### config.mk
export PLATFORM = sky130hd
export DESIGN_NAME = dice_result_capture
export DESIGN_NICKNAME = d
export VERILOG_FILES = /design/src/rtl/dice_result_capture.sv
export SDC_FILE = /design/constraint.sdc
export NUM_CORES = 1
export LEC_CHECK = 0
export BUFFER_PORTS_ARGS = -buffer_cell sky130_fd_sc_hd__buf_4
export CAP_MARGIN = 20
export CORE_ASPECT_RATIO = 0.6
export CORE_UTILIZATION = 30
export CTS_CLUSTER_SIZE = 12
export DETAILED_ROUTE_END_ITERATION = 10
export MAX_ROUTING_LAYER = met4
export PLACE_DENSITY = 0.53
export SETUP_SLACK_MARGIN = 0.4
export SLEW_MARGIN = 10
export SYNTH_ARGS = -nofsm -noshare
export SYNTH_HDL_FRONTEND = slang
export SYNTH_SLANG_ARGS = --single-unit
### constraint.sdc
create_clock -name clk -period 3.6 [get_ports clk]
set_input_delay 0.54 -clock clk [delete_from_list [all_inputs] [get_ports clk]]
set_output_delay 0.54 -clock clk [all_outputs]
set_load 0.02 [all_outputs]
### src/rtl/dice_result_capture.sv
// Captures the settled dice face after button release, shows it on the pip LEDs
// and offers it downstream over valid/ready. Optional per-face tallies: TALLY_EN.
module dice_result_capture #(
    parameter int SETTLE_CYCLES = 4,
    parameter int COUNT_W       = 8,
    parameter int TALLY_W       = 8
) (
    input  logic               clk,
    input  logic               rst,
    input  logic               button,
    input  logic [2:0]         throw,
    output logic [2:0]         result,
    output logic               result_valid,
    input  logic               result_ready,
    output logic [6:0]         pips,
    output logic [COUNT_W-1:0] roll_count,
    output logic               err_invalid,
    output logic               err_overrun,
    input  logic [2:0]         tally_sel,
    output logic [TALLY_W-1:0] tally_out
);
    localparam int CNT_W = (SETTLE_CYCLES > 1) ? $clog2(SETTLE_CYCLES) : 1;
    localparam logic [CNT_W-1:0] SETTLE_LOAD = CNT_W'(SETTLE_CYCLES - 1);

    typedef enum logic [1:0] {IDLE, ROLLING, SETTLE, PRESENT} state_t;

    function automatic logic [6:0] pip_decode(input logic [2:0] face);
        case (face)
            3'd1:    pip_decode = 7'h08;
            3'd2:    pip_decode = 7'h41;
            3'd3:    pip_decode = 7'h49;
            3'd4:    pip_decode = 7'h63;
            3'd5:    pip_decode = 7'h6B;
            3'd6:    pip_decode = 7'h77;
            default: pip_decode = 7'h00;
        endcase
    endfunction

    state_t             state_q, state_d;
    logic               button_prev_q, button_prev_d;
    logic [CNT_W-1:0]   cnt_q, cnt_d;
    logic [2:0]         result_q, result_d;
    logic               valid_q, valid_d;
    logic [6:0]         pips_q, pips_d;
    logic [COUNT_W-1:0] count_q, count_d;
    logic               err_inv_q, err_inv_d;
    logic               err_ovr_q, err_ovr_d;

    logic release_evt, face_ok, capture;

    assign release_evt = button_prev_q & ~button;
    assign face_ok     = (throw != 3'd0) && (throw != 3'd7);
    // A re-press during settling takes priority over the sample.
    assign capture     = (state_q == SETTLE) && !button && (cnt_q == '0);

    always_ff @(posedge clk) begin
        if (rst) begin
            state_q       <= IDLE;
            button_prev_q <= 1'b0;
            cnt_q         <= '0;
            result_q      <= '0;
            valid_q       <= 1'b0;
            pips_q        <= '0;
            count_q       <= '0;
            err_inv_q     <= 1'b0;
            err_ovr_q     <= 1'b0;
        end else begin
            state_q       <= state_d;
            button_prev_q <= button_prev_d;
            cnt_q         <= cnt_d;
            result_q      <= result_d;
            valid_q       <= valid_d;
            pips_q        <= pips_d;
            count_q       <= count_d;
            err_inv_q     <= err_inv_d;
            err_ovr_q     <= err_ovr_d;
        end
    end

    always_comb begin
        state_d = state_q;
        cnt_d   = cnt_q;
        case (state_q)
            IDLE: begin
                if (button) state_d = ROLLING;
            end
            ROLLING: begin
                if (release_evt) begin
                    state_d = SETTLE;
                    cnt_d   = SETTLE_LOAD;
                end
            end
            SETTLE: begin
                if (button)              state_d = ROLLING;
                else if (cnt_q == '0)    state_d = face_ok ? PRESENT : IDLE;
                else                     cnt_d   = cnt_q - 1'b1;
            end
            PRESENT: begin
                if (button)            state_d = ROLLING;
                else if (result_ready) state_d = IDLE;
            end
            default: state_d = IDLE;
        endcase
    end

    always_comb begin
        button_prev_d = button;
        result_d      = (capture && face_ok) ? throw : result_q;
        count_d       = count_q;
        if (capture && face_ok && (count_q != '1))
            count_d = count_q + 1'b1;
        err_inv_d     = err_inv_q | (capture & ~face_ok);
        // Simultaneous ready completes the handshake, so no overrun then.
        err_ovr_d     = err_ovr_q | ((state_q == PRESENT) & button & ~result_ready);
        valid_d       = (state_d == PRESENT);
        pips_d        = ((state_d == ROLLING) || (state_d == SETTLE)) ?
                        pip_decode(throw) : pip_decode(result_d);
    end

    assign result       = result_q;
    assign result_valid = valid_q;
    assign pips         = pips_q;
    assign roll_count   = count_q;
    assign err_invalid  = err_inv_q;
    assign err_overrun  = err_ovr_q;

`ifdef TALLY_EN
    logic [6*TALLY_W-1:0] tally_flat;

    for (genvar gi = 0; gi < 6; gi++) begin : g_tally
        logic [TALLY_W-1:0] tally_q, tally_d;

        always_comb begin
            tally_d = tally_q;
            if (capture && (throw == 3'(gi + 1)) && (tally_q != '1))
                tally_d = tally_q + 1'b1;
        end

        always_ff @(posedge clk) begin
            if (rst) tally_q <= '0;
            else     tally_q <= tally_d;
        end

        assign tally_flat[gi*TALLY_W +: TALLY_W] = tally_q;
    end

    always_comb begin
        tally_out = '0;
        for (int i = 0; i < 6; i++)
            if (tally_sel == 3'(i + 1))
                tally_out = tally_flat[i*TALLY_W +: TALLY_W];
    end
`else
    logic tally_sel_unused;
    assign tally_sel_unused = ^tally_sel;
    assign tally_out        = '0;
`endif

endmodule
# Word level (Yosys, flattened, before mapping)
# Index checks and enable logic that the tools add are counted.
# op_classes
n_reduce_logical	12
muxes	16
bitwise_logic	9
n_addsub	2
n_eq_ne	23
# op_table
operator	n
$pmux W7 S6	2
$mux W2	10
$eq A3 B3 Y1 const B	6
$eq A3 B2 Y1 const B	4
$add A8 B1 Y8 const B	1
$eq A2 B2 Y1 const B	4
$ne A8 B8 Y1 const B	1
$pmux W2 S4	1
$mux W7	1
$eq A3 B1 Y1 const B	2
$ne A2 B2 Y1 const B	3
$logic_and A1 B1 Y1	5
$and A1 B1 Y1	4
$eq A2 B1 Y1 const B	2
$logic_not A2 Y1	2
$pmux W2 S2	1
$reduce_and A4 Y1	1
$mux W3	1
$ne A3 B3 Y1 const B	1
$not A1 Y1	3
$reduce_bool A3 Y1	1
$or A1 B1 Y1	2
$reduce_bool A2 Y1	1
$sub A2 B1 Y2 const B	1
other kinds (2)	2
# totals
elab_cells	71
register_bits	26
out_inout_bits	29
input_bits	10

# Longest topological paths before layout
# logic_depth
ltp_word	9
ltp_mapped	12

# Worst setup path before layout
# OpenSTA, ideal clock, no wires.
# synth_path
path_kind	in2reg
start	input throw[1]
end	register pips_q[0], in the netlist pips[0]
arrival_ns	2.604
path_stages	12
path_slack_ns	0.921
path_cell_list	clkbuf_1 -> or3_1 -> nand2_1 -> nand2_1 -> a21oi_1 -> nor3_1 -> ha_1 -> or2_2 -> a41o_1 -> a21oi_1 -> o311ai_0 -> o21ai_0
# synth_via
elab_chain_cells	9
word_cells_on_any_way	27
classes_between	15 x eq/ne; 8 x mux; 4 x reduce/logical
# synth_rtl
item	line	text
start: declaration	11	input logic [2:0] throw,
$ne A3 B3 Y1 or $reduce_bool A3 Y1 (tied branches)	52	assign face_ok = (throw != 3'd0) && (throw != 3'd7);
$logic_and A1 B1 Y1 *	52	
$mux W2 * (2 in series)	95	else if (cnt_q == '0) state_d = face_ok ? PRESENT : IDLE;
$mux W2 *	94	if (button) state_d = ROLLING;
$pmux W2 S4 *	83	case (state_q)
via state_d[1]	39	state_t state_q, state_d;
$eq A2 B1 Y1 or $eq A2 B2 Y1 (tied branches)	116	pips_d = ((state_d == ROLLING) || (state_d == SETTLE)) ?
$logic_or A1 B1 Y1 *	116	
$mux W7 *	116	
end signal: assignment	73	pips_q <= pips_d;
end: declaration	44	logic [6:0] pips_q, pips_d;
# The timed path passes the listed nets; every way through them passes the cells marked *.
# A chain may end at the register's enable or synchronous reset.

# Final worst setup path
# layout_path
start	input throw[2]
end	register pips_q[0], in the netlist pips[0]
# Same word-level chain as after synthesis.

==> impl_metrics.toml <==
[sta]
fin_skew_ns = 0.00541
finalHoldViolations = 0
fin_crit_sh_pct = 75.4
rsz0062_at_grt = "no"
period_needed_ns = 2.71
timing.final.ws_setup_ns = 0.886
setup_viol = 0
fmax_ghz = 0.368
tns_ns = 0
slew_headroom_pct = 55.3
tightest_slew_ns = 0.669
maxSlewViolCount = 0

[synth]
avgSynthCellArea_um2 = 7.98
synth_top_family_by_area = "simple AND/OR/NAND/NOR gates"
synth-compound-area-share_pct = 15.3
synth_mux_area_share_pct = 1.55
synthAdderAreaFrac_pct = 2.90
synth_top_area_share_pct = 35.6
yosysMostFrequentCell = "dfxtp_1"
synth_cells = 162
synthTopCellsByArea = "dfxtp_1, buf_4, nor2_1"
netlist_area_um2 = 1290
synth_seq_area_share_pct = 35.6
synth-simple-area-share_pct = 30.1
yosys.area.top_type = "dfxtp_1"
async_flop_share_pct = 0
synth_xor_area_share_pct = 4.74
ys.flop_type = "dfxtp_1"
synth_commonest_cells = "dfxtp_1, nor2_1, nand2_1, buf_4, a21oi_1"
yosys_warnings = 0
yosys.cell_types.count = 41
synth_edf_count = 0
ys_seq_elements = 23

[finish]
drive_gt1_share_pct = 19.7
diodes = 0
fin_nets = 197
area_growth_pct = 19.1

[floorplanning]
die_x_um = 86.7
io_pins = 39
die_h_um = 52.8
num_rows = 18
start_util_pct = 31.4
design.die.area_um2 = 4580
design.core.area_um2 = 4120

[worst_setup_path]
crit_path_start_kind = "primary input"
r2r-start = "state_q[1]"
cp_data_required_time_ns = 3.78
reg2reg_to = "pips[0]"
rrSetupSlack_ns = 1.23
slowest_delay_ns = 0.43
path_cells = "buf_4 -> or3_1 -> nand2_1 -> nand2_1 -> a21oi_1 -> nor3_1 -> ha_1 -> or2_2 -> a41o_1 -> a21oi_1 -> o311ai_0 -> o21ai_0"
cp_slowest_cell = "or3_1"
rr_worst_depth = 9
path_max_fanout = 13
worstPathArrival_ns = 2.89
crit_path_end_kind = "flop"
worst-setup-path-type = "in2reg"

[clock_network]
h-tree-depth = 1
clk_pin_slew_ns = 0.08
clock-sinks = 23
postCtsHoldBufs = 0
root_buffer = "clkbuf_8"
tritoncts = "yes"
cts_buffers = 3
post_cts_resize_count = 0
clockBufferDepth = 2
cts_setup_buffers = 0
clkLatencyLatePin_ns = 0.26

[detailed_routing]
drt-total-wl_um = 2850
firstDrtPassIters = 6
drc = 0
wl_per_cell_um = 11.7
postRouteAntennaNets = 0
via_count = 1199
post_drt_via_cell_ratio = 4.93
drt_iter0_markers = 107

[hold_path]
min_from = "err_invalid"
hp-class = "reg2reg"
whs_path_depth = 2
min_to = "err_invalid"

[placement]
portBuffers = 27
gp_congestion = 0.842
place_ws_ns = 0.642
post-dp-hpwl_um = 2010

[grt]
antenna_found_initial = 0
grt_start_max_net_pins = 25
overflow = 0
grt_pass1_vias = 1050
grt_use_total_pct = 13.3
grt_pass1_wl_um = 4570

[power]
total_power_w = 0.000516
peakVddDrop_uv = 119
leakage_nw = 0.583
p_per_area_nw_per_um2 = 335

[flow_run]
maxCapViolations = 0

[run_status]
status = "finished, final reports clean"
## through the flow
stage | util [%] | std cells | instance area [um^2] | hold slack (ns)
after global routing | 37.3 | 243 | 1540 | 0.489
after global placement | 36.2 | 239 | 1490 | 0.467
after detailed placement | 36.2 | 239 | 1490 | 0.466
after CTS | 37.3 | 243 | 1540 | 0.487
final | 37.3 | 243 | 1540 | 0.491
after floorplan | - | 169 | 1320 | 0.476
## flip-flops by register name, indices dropped and copies added, names as in the netlist
signal,flops
pips,4
button_prev_q,1
err_overrun,1
err_invalid,1
roll_count,8
state_q,2
cnt_q,2
result_valid,1
result,3
## layout by cell type, fill, tap and decap left out, types with 5 or more instances in the layout
master | Yosys | routed
nand3_1 | 8 | 8
nand2_1 | 14 | 14
conb_1 | 1 | 8
nor2b_1 | 6 | 6
o21ai_0 | 5 | 5
nor2_1 | 22 | 22
a21oi_1 | 10 | 10
buf_4 | 11 | 28
dfxtp_1 | 23 | 23
xnor2_1 | 7 | 7
## layer usage
metal	part of all wire (%)	vias up	global-route usage, %	routed length, um
met5	0	-	-	0
met4	0.49	0	5.28	14
met3	6.9	2	3.78	197
met2	42	46	20.0	1210
met1	50	559	17.0	1430
li1	-	592	-	-
## worst max-delay path, delay by kind of cell
kind / cells / cell delay, ns
AOI/OAI and AO/OA: 5 / 0.73
and+or+nand+nor: 5 / 1.10
adders and majority gates: 1 / 0.37
buffers and inverters: 1 / 0.16
## cell type report
cell class / instances / area [um^2]
fill: 426 / 2580
tap: 60 / 75.1
inverter: 3 / 11.3
sequential: 23 / 460
clock buffer: 3 / 41.3
multi-input combinational: 125 / 736
timing repair buffer: 28 / 210
clock inverter: 1 / 5.00
## power breakdown
group / total (W) / leakage (nW) / switching (W) / internal [W]
Clock: 0.000158 / 0.0255 / 0.0000813 / 0.0000772
Combinational: 0.0000873 / 0.371 / 0.0000542 / 0.0000331
Sequential: 0.000270 / 0.187 / 0.00000803 / 0.000262
Total: 0.000516 / 0.583 / 0.000143 / 0.000373
## logic make-up after synthesis
family,after synthesis
and+or+nand+nor,74
AOI/OAI and AO/OA,31
DFF,23
buffers and inverters,21
xor gates and xnor gates,7
adders and majority gates,3
muxes,2
other,1
## worst max-delay path by stage
stage                     startpoint  endpoint  slack, ns  cells past startpoint
after floorplan             throw[1]   pips[0]       0.92                     12
after global placement      throw[2]   pips[0]       0.67                     12
after detailed placement    throw[2]   pips[0]       0.64                     12
after CTS                   throw[2]   pips[0]       0.92                     12
after global routing        throw[2]   pips[0]       0.75                     12
final                       throw[2]   pips[0]       0.89                     12
Power figures use the tool's default switching activity.
